### config.mk
export PLATFORM = sky130hd
export DESIGN_NAME = external_bus_to_avalon_master_bridge
export DESIGN_NICKNAME = d
export VERILOG_FILES = /design/src/rtl/external_bus_to_avalon_master_bridge.sv
export SDC_FILE = /design/constraint.sdc
export NUM_CORES = 1
export LEC_CHECK = 0
export CAP_MARGIN = 0
export CORE_UTILIZATION = 65
export CTS_CLUSTER_DIAMETER = 100
export DETAILED_ROUTE_END_ITERATION = 10
export DONT_BUFFER_PORTS = 1
export MAX_ROUTING_LAYER = met4
export PLACE_DENSITY_LB_ADDON = 0.25
export SETUP_SLACK_MARGIN = 0.4
export SYNTH_ARGS = -nofsm -noshare
export SYNTH_HDL_FRONTEND = slang
export SYNTH_SLANG_ARGS = --single-unit
export TNS_END_PERCENT = 50
### constraint.sdc
create_clock -name clk -period 4.1 [get_ports clk]
set_input_delay 1.025 -clock clk [delete_from_list [all_inputs] [get_ports clk]]
set_output_delay 1.025 -clock clk [all_outputs]
set_load 0.01 [all_outputs]
### src/rtl/external_bus_to_avalon_master_bridge.sv
// external_bus_to_avalon_master_bridge: external-bus responder that turns each windowed access
// into one Avalon-MM master transfer and returns a one-cycle acknowledge with read data.
module external_bus_to_avalon_master_bridge #(
    parameter int ADDR_BITS      = 18,
    parameter int DATA_BITS      = 16,
    parameter int ADDR_LOW       = 1,
    parameter int BYTE_EN_BITS   = 2,
    parameter int TIMEOUT_CYCLES = 200
) (
    input  logic                    clk,
    input  logic                    reset,
    input  logic [31:0]             address,
    input  logic                    bus_enable,
    input  logic [BYTE_EN_BITS-1:0] byte_enable,
    input  logic                    rw,
    input  logic [DATA_BITS-1:0]    write_data,
    output logic                    acknowledge,
    output logic [DATA_BITS-1:0]    read_data,
    output logic [ADDR_BITS-1:0]    avm_address,
    output logic [BYTE_EN_BITS-1:0] avm_byteenable,
    output logic                    avm_read,
    output logic                    avm_write,
    output logic [DATA_BITS-1:0]    avm_writedata,
    input  logic [DATA_BITS-1:0]    avm_readdata,
    input  logic                    avm_waitrequest,
    output logic                    timeout_error
);
    typedef enum logic [1:0] {IDLE, ACCESS, ACK, RELEASE} state_t;
    localparam logic [7:0] LAST_WAIT = 8'(TIMEOUT_CYCLES - 1);

    state_t                  r_state, w_state_n;
    logic [7:0]              r_cnt, w_cnt_n;
    logic                    r_ack, w_ack_n, r_to, w_to_n, r_read, w_read_n, r_write, w_write_n;
    logic [DATA_BITS-1:0]    r_rdata, w_rdata_n, r_wdata, w_wdata_n;
    logic [ADDR_BITS-1:0]    r_addr, w_addr_n;
    logic [BYTE_EN_BITS-1:0] r_be, w_be_n;
    logic                    w_hit;
    logic                    w_unused_lsb;

    assign w_hit        = address[31:ADDR_BITS+ADDR_LOW] == '0;
    assign w_unused_lsb = &{1'b0, address[ADDR_LOW-1:0]};

    always_comb begin
        w_state_n = r_state;
        w_cnt_n   = r_cnt;
        w_ack_n   = 1'b0;
        w_to_n    = 1'b0;
        w_read_n  = r_read;
        w_write_n = r_write;
        w_rdata_n = r_rdata;
        w_wdata_n = r_wdata;
        w_addr_n  = r_addr;
        w_be_n    = r_be;
        case (r_state)
            IDLE: if (bus_enable && w_hit) begin
                w_addr_n  = address[ADDR_BITS+ADDR_LOW-1:ADDR_LOW];
                w_be_n    = byte_enable;
                w_wdata_n = write_data;
                // A write with no byte lanes has nothing to do on Avalon; acknowledge it directly.
                if (!rw && byte_enable == '0) begin
                    w_ack_n   = 1'b1;
                    w_state_n = ACK;
                end else begin
                    w_read_n  = rw;
                    w_write_n = ~rw;
                    w_state_n = ACCESS;
                end
            end
            ACCESS: if (!avm_waitrequest) begin
                w_read_n  = 1'b0;
                w_write_n = 1'b0;
                w_rdata_n = r_read ? avm_readdata : r_rdata;
                w_ack_n   = 1'b1;
                w_state_n = ACK;
            end else if (r_cnt == LAST_WAIT) begin
                w_read_n  = 1'b0;
                w_write_n = 1'b0;
                w_rdata_n = r_read ? '1 : r_rdata;
                w_ack_n   = 1'b1;
                w_to_n    = 1'b1;
                w_state_n = ACK;
            end else begin
                w_cnt_n = r_cnt + 8'd1;
            end
            ACK: begin
                w_cnt_n   = '0;
                w_state_n = RELEASE;
            end
            RELEASE: w_state_n = (!bus_enable || !w_hit) ? IDLE : RELEASE;
        endcase
    end

    always_ff @(posedge clk) begin
        if (reset) begin
            r_state <= IDLE;
            r_cnt   <= '0;
            r_ack   <= 1'b0;
            r_to    <= 1'b0;
            r_read  <= 1'b0;
            r_write <= 1'b0;
            r_rdata <= '0;
            r_wdata <= '0;
            r_addr  <= '0;
            r_be    <= '0;
        end else begin
            r_state <= w_state_n;
            r_cnt   <= w_cnt_n;
            r_ack   <= w_ack_n;
            r_to    <= w_to_n;
            r_read  <= w_read_n;
            r_write <= w_write_n;
            r_rdata <= w_rdata_n;
            r_wdata <= w_wdata_n;
            r_addr  <= w_addr_n;
            r_be    <= w_be_n;
        end
    end

    assign acknowledge    = r_ack;
    assign timeout_error  = r_to;
    assign read_data      = r_rdata;
    assign avm_address    = r_addr;
    assign avm_byteenable = r_be;
    assign avm_read       = r_read;
    assign avm_write      = r_write;
    assign avm_writedata  = r_wdata;
endmodule

==> results.md, run 1 <==
- Result of the run: completed
- CP Max Fanout: 16
- CP cell instances: nor4b_2, nand4_1, or3_1, a21oi_1
- Number of levels the H-tree was split into: 3
- Hold violation total from the final report: 0
- Number of cell rows: 22
- Number of pins with negative max-slew slack in the final report: 0
- Sequential-to-total area share from yosys stat: 50.4%
- Initial Utilization: 69.6%
- Antenna violations before repair: 0
- Logic depth of the worst register-to-register path: 4
- Detailed-route wire length per cell: 16.3 µm
- Count of endpoints failing setup in the final report: 0
- Core Util, Final: 73.7%
- Setup WS pre-CTS: 1.31 ns
- Register bit count reported by yosys: 66
- Post-CTS Setup Inserts: 0
- Internal Pwr Total: 0.937 mW
- Residual overflow from global routing: 0
- Post-Route Skew: 0.00695 ns
- Final period demand of the worst path: 2.44 ns
- Worst Path Required: 4.36 ns
- Synthesized netlist net count: 388
- Aggregate negative setup slack: 0 ns
- Proportion of synthesized flip-flops having asynchronous set or reset: 0%
- Multi-input gate area in the final layout: 1190 µm²
- Die Y-Extent: 65.5 µm
- Largest net degree at the start of global routing: 67
- Dominant register cell in the synthesized netlist: dfxtp_1
- Filler Cells Inserted: 280
- CP Capture Type: register
- Placed cell area: 2590 µm²
- Routability cong.: 0.863
- Clock latency at the later pin of the worst-skew pair: 0.33 ns
- Detailed placement HPWL: 4050 µm
- Layout area overhead: 5.96%
- Cell area after synthesis: 2620 µm²
- Core footprint: 3770 µm²
- Final ANT Viol Nets: 0
- Count of distinct cell types in the synthesized netlist: 39
- Maximum resistive drop on vdd: 0.000274 V
- Crit start category: primary input
- Hold Buf Count CTS: 0
- Worst Slack Setup Final: 1.66 ns
- Share of final-layout standard cells stronger than drive strength 1: 7.40%
- Start-to-end type of the worst setup path: primary input to register
- First-pass GRT wire length: 9140 µm
- Clock share of power: 44.4%
- Count of port buffers added during placement: 0
- Biggest cell delay along the critical path: 0.59 ns
- Final design area excluding fillers: 2780 µm²
- Maximum clock frequency: 409 MHz
- Initial DRC count: 125
- Count of max-cap constraint violations: 0
- Post-CTS resize count: 0
- Clock buffer count from CTS: 9
- Post-synth EDFFs: 0
- Max Root-Sink Buffers: 2
- Total wire length after detailed routing: 5840 µm
- Library cell contributing the largest single delay on the critical path: nand4_1
- Fraction of power consumed by combinational cells: 0.7%
- Num ports: 127
- Detailed-router iteration count before antenna repair: 4
- Static Leakage: 0.891 nW
- Worst min path class: register to register
- Average footprint of a synthesized cell: 8.30 µm²
- Residual DRC count: 0
- Worst hold slack across all endpoints: 0.492 ns
- Yosys warning total: 0
- Cell depth of the worst hold path: 2
- Via count normalized by instance count: 6.10
- Sequential group share of total power: 54.9%
- Arrival time at the worst endpoint: 2.70 ns
- Switching part of the total power: 19.7%
- Number of sinks handled by clock tree synthesis: 66
- Tightest Pin Transition: 0.698 ns
- # diodes: 0
- Register area: 1320 µm²
- Tot GR Track Use: 29.0%
- Layout Nets: 379
- Via count of the first global-routing pass: 1,974
- Master cell of the clock root buffer: clkbuf_8
- Worst max-slew margin expressed relative to the limit: 53.4%
- Switch Pwr: 0.230 mW
- Cells after synthesis: 316
- Clock-pin transition on the worst setup and hold timing paths: 0.07 ns
- Clock tree from TritonCTS: yes
- Die X-Extent: 65.5 µm
- Final Cycle Share: 59.6%
- Cell area power density: 420 nW/µm²
- Number of vias in the routed layout: 2,189
- Unrepaired setup endpoints after global routing: false
- Full die area: 4290 µm²
==> placed cells by master, fill, tap and decap left out, drive strengths merged, types with 3 or more instances in the layout <==
cell,synthesis,final
nand4,4,4
a31oi,18,18
nor3,22,22
nor2,18,18
or3,4,4
nand2b,3,3
nor2b,3,3
dfxtp,66,66
nand2,77,77
nor4,4,4
clkbuf,14,12
xor2,3,3
a21oi,42,42
nand3,5,5
buf,9,3
==> kinds of logic after synthesis <==
family                   synth area share [%]
AND/OR/NAND/NOR                          26.9
AO/OA/AOI/OAI                            16.1
flip-flops                               50.4
buffers and inverters                    4.24
XOR/XNOR                                 1.00
multiplexers                            0.858
adder cells (fa/ha/maj)                 0.477
==> metrics by stage <==
stage	power, mW	std cells
floorplan	0.671	316
global placement	0.663	344
detailed placement	0.663	344
CTS	1.17	359
global route	1.21	359
finish	1.17	359
==> layout make-up <==
class	instances	share of cell area, %
Clock inverter	3	1.44
Multi-Input combinational cell	227	42.8
Timing Repair Buffer	3	0.810
Tap cell	48	2.16
Sequential cell	66	47.5
Clock buffer	12	5.22
==> routing by layer <==
metal	vias up	wire length, µm	share of wire, %	track usage (%)
li1	1080	-	-	-
met1	1022	2270	39	31.8
met2	80	3050	52	48.5
met3	7	476	8.1	12.3
met4	0	48	0.82	7.34
met5	-	0	0	-
==> worst paths after layout <==
| check | startpoint | end | slack (ns) |
|---|---|---|---|
| worst max-delay path | address[23] | avm_write | 1.66 |
| worst min-delay path | r_cnt[1] | r_cnt[1] | 0.49 |
| worst max register to register | r_state[0] | avm_write | 1.94 |
| worst min register to register | r_cnt[1] | r_cnt[1] | 0.49 |
==> sequential cells by signal (all words and copies together), names as in the netlist <==
name and flops:
avm_writedata 16, avm_write 1, read_data 16, avm_read 1, acknowledge 1, avm_byteenable 2
avm_address 18, r_state 2, r_cnt 8, timeout_error 1
==> cells in the mapped netlist (2+ instances only) <==
library cell / number / share of area [%]
nor4_1: 2 / 0.48
nand2_1: 77 / 11
nor4_2: 2 / 0.95
a21oi_1: 41 / 7.8
buf_2: 5 / 0.95
nand3b_1: 2 / 0.57
xor2_1: 3 / 1.0
and3_1: 2 / 0.48
nand3_1: 5 / 0.95
buf_4: 3 / 0.86
nor2b_1: 3 / 0.72
mux2_1: 2 / 0.86
a31oi_1: 18 / 4.3
nor2_1: 18 / 2.6
or3_1: 3 / 0.72
nor3_1: 22 / 4.2
nand2b_1: 3 / 0.72
dfxtp_1: 66 / 50
clkbuf_1: 14 / 2.0
and4_1: 2 / 0.67
nand4_1: 4 / 0.95
o221ai_1: 2 / 0.67
==> critical path: cells and delay by family <==
| kind | cells | cell delay (ns) |
|---|---|---|
| and+or+nand+nor | 3 | 1.53 |
| AOI/OAI and AO/OA | 1 | 0.14 |
==> power groups by stage <==
stage / sequential, mW / combinational [mW] / clock [mW]
global placement: 0.655 / 0.00789 / 0
floorplan: 0.655 / 0.0158 / 0
finish: 0.641 / 0.00793 / 0.519
CTS: 0.641 / 0.00789 / 0.522
detailed placement: 0.655 / 0.00782 / 0
global route: 0.640 / 0.00874 / 0.563
No activity file was read; power rests on OpenSTA's default activity.
==> inputs of run 2 (changes only) <==
CORE_UTILIZATION = 56   (was 65)
clock period = 2.2 ns   (was 4.1 ns; I/O delays follow)
==> results.md, run 2 (synthesis results as in run 1) <==
- Result of the run: completed
- Antenna violations before repair: 0 (unchanged)
- Arrival time at the worst endpoint: 1.91 ns (-0.79 ns)
- Via count of the first global-routing pass: 2,094 (+6.1%)
- Detailed placement HPWL: 3930 µm (-3.1%)
- Clock latency at the later pin of the worst-skew pair: 0.34 ns (about the same)
- CP cell instances: ha_1, and4_1, a21oi_2, mux2_1, a211oi_1
- Residual overflow from global routing: 0 (unchanged)
- Hold Buf Count CTS: 0 (unchanged)
- Core footprint: 4410 µm² (+17%)
- Max FFs per register: 18 (unchanged)
- Final period demand of the worst path: 1.66 ns
- Core Util, Final: 64.7% (-9.0 points)
- Routability cong.: 0.863 (about the same)
- First-pass GRT wire length: 9490 µm (+3.9%)
- Uppermost metal layer occupied by signal nets: met4
- Maximum resistive drop on vdd: 0.000515 V (+88%)
- Static Leakage: 0.925 nW (+3.8%)
- Library cell contributing the largest single delay on the critical path: mux2_1
- Num ports: 127 (unchanged)
- Most common library cell in the layout ignoring fill and taps: nand2_1
- Flop-to-flop setup slack: 0.54 ns (-1.40 ns)
- # diodes: 0 (unchanged)
- CP Capture Type: register
- Largest net degree at the start of global routing: 67 (unchanged)
- Detailed-router iteration count before antenna repair: 4 (unchanged)
- Number of pins with negative max-slew slack in the final report: 0 (unchanged)
- CP Max Fanout: 4 (-12)
- Count of port buffers added during placement: 0 (unchanged)
- Cell area power density: 786 nW/µm² (+87%)
- Initial DRC count: 172 (+38%)
- Total wire length after detailed routing: 5890 µm (+0.74%)
- Die Y-Extent: 70.5 µm (+7.5%)
- Clock buffer count from CTS: 9 (unchanged)
- Tightest Pin Transition: 0.610 ns (-0.0876 ns)
- Initial Utilization: 59.4% (-10 points)
- Met3 wire length: 542 µm (+14%)
- Maximum clock frequency: 602 MHz
- Layout Nets: 383 (+1.1%)
- Tot GR Track Use: 25.0% (-4.0 points)
- Count of endpoints failing setup in the final report: 0 (unchanged)
- Detailed-route wire length per cell: 16.0 µm (-1.7%)
- Worst max-slew margin expressed relative to the limit: 59.2% (+5.8 points)
- Share of final-layout standard cells stronger than drive strength 1: 9.81% (+2.4 points)
- Via count normalized by instance count: 5.98 (-1.9%)
- Aggregate negative setup slack: 0 ns (unchanged)
- Final Cycle Share: 75.5%
- Count of max-cap constraint violations: 0 (unchanged)
- Post-route met1 wirelength: 2420 µm (+6.5%)
- Number of sinks handled by clock tree synthesis: 66 (unchanged)
- Layout area overhead: 8.82%
- Clock tree from TritonCTS: yes
- Number of cell rows: 24 (+9.1%)
- Full die area: 4960 µm² (+16%)
- Worst min path class: primary input to register
- Residual DRC count: 0 (unchanged)
- Start-to-end type of the worst setup path: register to register
- Hold violation total from the final report: 0 (unchanged)
- Number of levels the H-tree was split into: 3 (unchanged)
- Die X-Extent: 70.5 µm (+7.5%)
- Clock-pin transition on the worst setup and hold timing paths: 0.07 ns (about the same)
- Post-Route Skew: 0.0101 ns (+0.00310 ns)
- Crit start category: register
- Kind of cell adding the most delay to the critical path: compound AO/OA/AOI/OAI gates
- Met2 Wirelength: 2830 µm (-7.2%)
- Worst Path Required: 2.45 ns (-1.91 ns)
- Number of vias in the routed layout: 2,201 (+0.55%)
- Worst hold slack across all endpoints: 0.287 ns (-0.205 ns)
- Unrepaired setup endpoints after global routing: true
- Final ANT Viol Nets: 0 (unchanged)
- Master cell of the clock root buffer: clkbuf_8
- Top library cells by usage in the layout, fill and taps aside: nand2_1, dfxtp_1, a21oi_1
- Max Root-Sink Buffers: 2 (unchanged)
- Biggest cell delay along the critical path: 0.34 ns (-0.25 ns)
- Count of buffering cells on the critical path with inverters included: 0 (unchanged)
[run 2: changes by cell type in the layout (fill, tap and decap cells not counted)]
| cell | previous run | this run |
|---|---|---|
| clkbuf_1 | 2 | 0 |
| buf_6 | 0 | 1 |
| clkinvlp_4 | 0 | 1 |
| nor4_1 | 2 | 1 |
| inv_6 | 0 | 1 |
| clkinv_4 | 0 | 1 |
| nor4_2 | 2 | 3 |
| buf_12 | 0 | 1 |
| buf_4 | 3 | 5 |
[run 2: layout make-up]
| class | instances | area (µm²) |
|---|---|---|
| Tap cell | 52 | 65.1 |
| Fill cell | 382 | 1560 |
| Sequential cell | 66 | 1320 |
| Multi-Input combinational cell | 227 | 1200 |
| Clock buffer | 10 | 138 |
| Timing Repair Buffer | 7 | 68.8 |
| Clock inverter | 6 | 65.1 |
[run 2: worst reg2reg max path: stages (launching register included)]
cell      delay, ns
dfxtp_1        0.33
ha_1           0.24
and4_1         0.24
a21oi_2        0.19
mux2_1         0.34
a211oi_1       0.23
[run 2: final timing paths]
check	endpoint	depth (start not counted)	from
worst min register to register	r_cnt[1]	2	r_cnt[1]
worst max-delay path	r_cnt[3]	5	r_cnt[0]
worst min-delay path	read_data[3]	1	reset
worst max register to register	r_cnt[3]	5	r_cnt[0]
[run 2: where the power goes]
part	total [mW]	leakage (nW)	internal (mW)	switching, mW
clock network	1.03	0.103	0.556	0.475
registers	1.19	0.531	1.19	0.0000847
logic	0.0194	0.291	0.0103	0.00909
total	2.24	0.925	1.76	0.484
[run 2: per-stage QoR]
step | instances | setup slack, ns | cell area, µm² | total power [mW]
2_1_floorplan | 316 | 0.507 | 2620 | 1.25
3_3_place_gp | 351 | 0.405 | 2620 | 1.24
3_5_place_dp | 351 | 0.379 | 2620 | 1.24
4_1_cts | 367 | 0.429 | 2830 | 2.25
5_1_grt | 368 | 0.380 | 2860 | 2.31
6_report | 368 | 0.538 | 2860 | 2.24
[run 2: routing by layer]
| layer | track usage [%] | vias up |
|---|---|---|
| met2 | 39.4 | 93 |
| li1 | - | 1088 |
| met3 | 11.1 | 8 |
| met4 | 9.11 | 0 |
| met5 | - | - |
| met1 | 28.0 | 1012 |
[run 2: repair_timing]
| action | CTS | global route |
|---|---|---|
| setup buffers | 0 | 1 |
| setup endpoints to repair | 0 | 20 |
| hold endpoints to repair | 0 | 0 |
| resized for setup | 0 | 2 |
==> inputs of run 3 (changes only) <==
CORE_UTILIZATION = 62   (was 56)
clock period = 1.6 ns   (was 2.2 ns; I/O delays follow)
==> results.md, run 3 (synthesis results as in run 1) <==
- Placed cell count: 358 (+2.0%)
- Total wire length after detailed routing: 7100 µm (+21%)
- Max FFs per register: 18 (unchanged)
- Cell area power density: 976 nW/µm² (+24%)
- Filler Cells Inserted: 241 (-37%)
- Number of sinks handled by clock tree synthesis: 66 (unchanged)
- Logic depth of the worst register-to-register path: 6 (+1)
- Full die area: 4500 µm² (-9.4%)
- Number of pins with negative max-slew slack in the final report: 0 (unchanged)
- Tightest Pin Transition: 0.299 ns (-0.311 ns)
- Residual DRC count: 0 (unchanged)
- Flop-to-flop setup slack: 0.02 ns (-0.52 ns)
- Count of port buffers added during placement: 0 (unchanged)
- Start-to-end type of the worst setup path: register to register
- Setup WS pre-CTS: 0.0156 ns (-0.363 ns)
- Cell depth of the worst hold path: 1 (unchanged)
- Non-Filler Instances: 387 (+5.2%)
- Static Leakage: 1.08 nW (+17%)
- CP Max Fanout: 17 (+13)
- Residual overflow from global routing: 0 (unchanged)
- Register area: 1330 µm² (+0.76%)
- Maximum clock frequency: 632 MHz (+5.0%)
- Clock tree from TritonCTS: yes
- Capturing point of the worst reg2reg path: read_data[3]
- Die Y-Extent: 67.1 µm (-4.8%)
- Hold violation total from the final report: 0 (unchanged)
- Detailed-route wire length per cell: 18.3 µm (+15%)
- Via count normalized by instance count: 6.29 (+5.2%)
- Crit start category: register
- Post-Route Skew: 0.00877 ns (-0.00129 ns)
- Master cell of the clock root buffer: clkbuf_8
- Arrival time at the worst endpoint: 1.83 ns (-0.08 ns)
- Worst max-slew margin expressed relative to the limit: 80.0% (+21 points)
- Initial DRC count: 187 (+8.7%)
- CP Capture Type: register
- Largest net degree at the start of global routing: 67 (unchanged)
- Maximum resistive drop on vdd: 0.000729 V (+42%)
- Top library cells by usage in the layout, fill and taps aside: nand2_1, dfxtp_1, a21oi_1
- Number of vias in the routed layout: 2,434 (+11%)
- Antenna violations before repair: 0 (unchanged)
- Layout area overhead: 24.3%
- Clock buffer count from CTS: 9 (unchanged)
- # diodes: 0 (unchanged)
- Final Cycle Share: 98.9% (+23 points)
- Layout Nets: 405 (+5.7%)
- Unrepaired setup endpoints after global routing: true
- Share of final-layout standard cells stronger than drive strength 1: 23.4% (+14 points)
- Core footprint: 4030 µm² (-8.7%)
- Count of endpoints failing setup in the final report: 0 (unchanged)
- Num ports: 127 (unchanged)
- Final period demand of the worst path: 1.58 ns (-0.0796 ns)
- Initial Utilization: 65.1% (+5.7 points)
- Clock latency at the later pin of the worst-skew pair: 0.35 ns (about the same)
- Routability cong.: 0.895 (+3.7%)
- Tot GR Track Use: 31.8% (+6.8 points)
- Detailed-router iteration count before antenna repair: 7 (+3)
- Detailed placement HPWL: 4170 µm (+6.1%)
- Max Root-Sink Buffers: 2 (unchanged)
- Multi-input gate area in the final layout: 1340 µm² (+11%)
- Number of cell rows: 23 (-4.2%)
- Via count of the first global-routing pass: 2,166 (+3.4%)
- Clock-pin transition on the worst setup and hold timing paths: 0.07 ns (about the same)
- Result of the run: completed
- Number of levels the H-tree was split into: 3 (unchanged)
- Count of max-cap constraint violations: 0 (unchanged)
- End point of the worst hold path: read_data[8]
- Worst Slack Setup Final: 0.0177 ns (-0.520 ns)
- Reg-to-reg critical path startpoint: r_cnt[1]
- Worst Path Required: 1.84 ns (-0.61 ns)
- Die X-Extent: 67.1 µm (-4.8%)
- Hold Buf Count CTS: 0 (unchanged)
- Worst min path class: primary input to register
- First-pass GRT wire length: 9960 µm (+4.9%)
- Worst hold start: reset
- Final ANT Viol Nets: 0 (unchanged)
- Most common library cell in the layout ignoring fill and taps: nand2_1
-- run 3: cell types whose count changed in the layout (fill, tap and decap cells not counted), moves of 2 or more --
cell	previous run	this run
a21oi_1	41	32
a21oi_2	1	9
and4_1	2	0
and4_4	0	2
buf_12	1	5
buf_16	0	2
buf_4	5	19
dfxtp_1	66	60
dfxtp_2	0	5
nor4_2	3	1
nor4_4	0	3
o221ai_1	2	0
o221ai_2	0	2
-- run 3: how the worst max path moves through the flow --
stage / startpoint / end / slack (ns) / cells past startpoint
detailed placement: address[23] / r_state[0] / 0.02 / 4
global route: r_cnt[1] / read_data[3] / -0.03 / 6
floorplan: address[20] / r_state[0] / 0.18 / 4
CTS: r_cnt[5] / read_data[3] / 0.09 / 5
finish: r_cnt[1] / read_data[3] / 0.02 / 6
global placement: address[23] / avm_address[3] / 0.06 / 5
-- run 3: area by class of cell --
type / count / share of cell area [%]
clock buffers: 9 / 3.80
clock inverters: 6 / 2.53
multi-input cells: 227 / 40.9
flip-flops and latches: 66 / 40.8
well taps: 50 / 1.92
repair buffers: 29 / 9.98
-- run 3: power breakdown --
group | internal (mW) | switching [mW]
Combinational | 0.0221 | 0.0148
Clock | 0.860 | 0.645
Sequential | 1.64 | 0.0000958
-- run 3: worst max-delay path: stages (launching register included) --
cell and delay, ns:
dfxtp_2 0.36, ha_4 0.14, nand4_1 0.24, o21ai_4 0.25, buf_12 0.16, a31oi_1 0.08, nor3_1 0.24
-- run 3: what timing repair did --
action,CTS,global route
pin swaps,6,16
gates cloned,3,0
gates resized for setup,11,18
setup endpoints to repair,65,67
setup buffers,9,2
-- run 3: per-stage QoR --
stage | setup TNS [ns] | hold slack [ns] | utilization [%] | area, µm² | power [mW]
floorplan | 0 | 0.472 | - | 2740 | 1.72
global placement | 0 | 0.471 | 69.2 | 2790 | 1.71
detailed placement | 0 | 0.474 | 69.2 | 2790 | 1.71
CTS | 0 | 0.109 | 78.9 | 3180 | 3.17
global route | -0.0332 | 0.107 | 80.9 | 3260 | 3.26
finish | 0 | 0.128 | 80.9 | 3260 | 3.18
-- run 3: layer usage --
| layer | global-route usage [%] | vias to the layer above | share of wire, % |
|---|---|---|---|
| met3 | 10.3 | 19 | 7.0 |
| li1 | - | 1133 | - |
| met5 | - | - | 0 |
| met1 | 35.8 | 1153 | 38 |
| met4 | 16.8 | 0 | 2.5 |
| met2 | 49.8 | 129 | 53 |
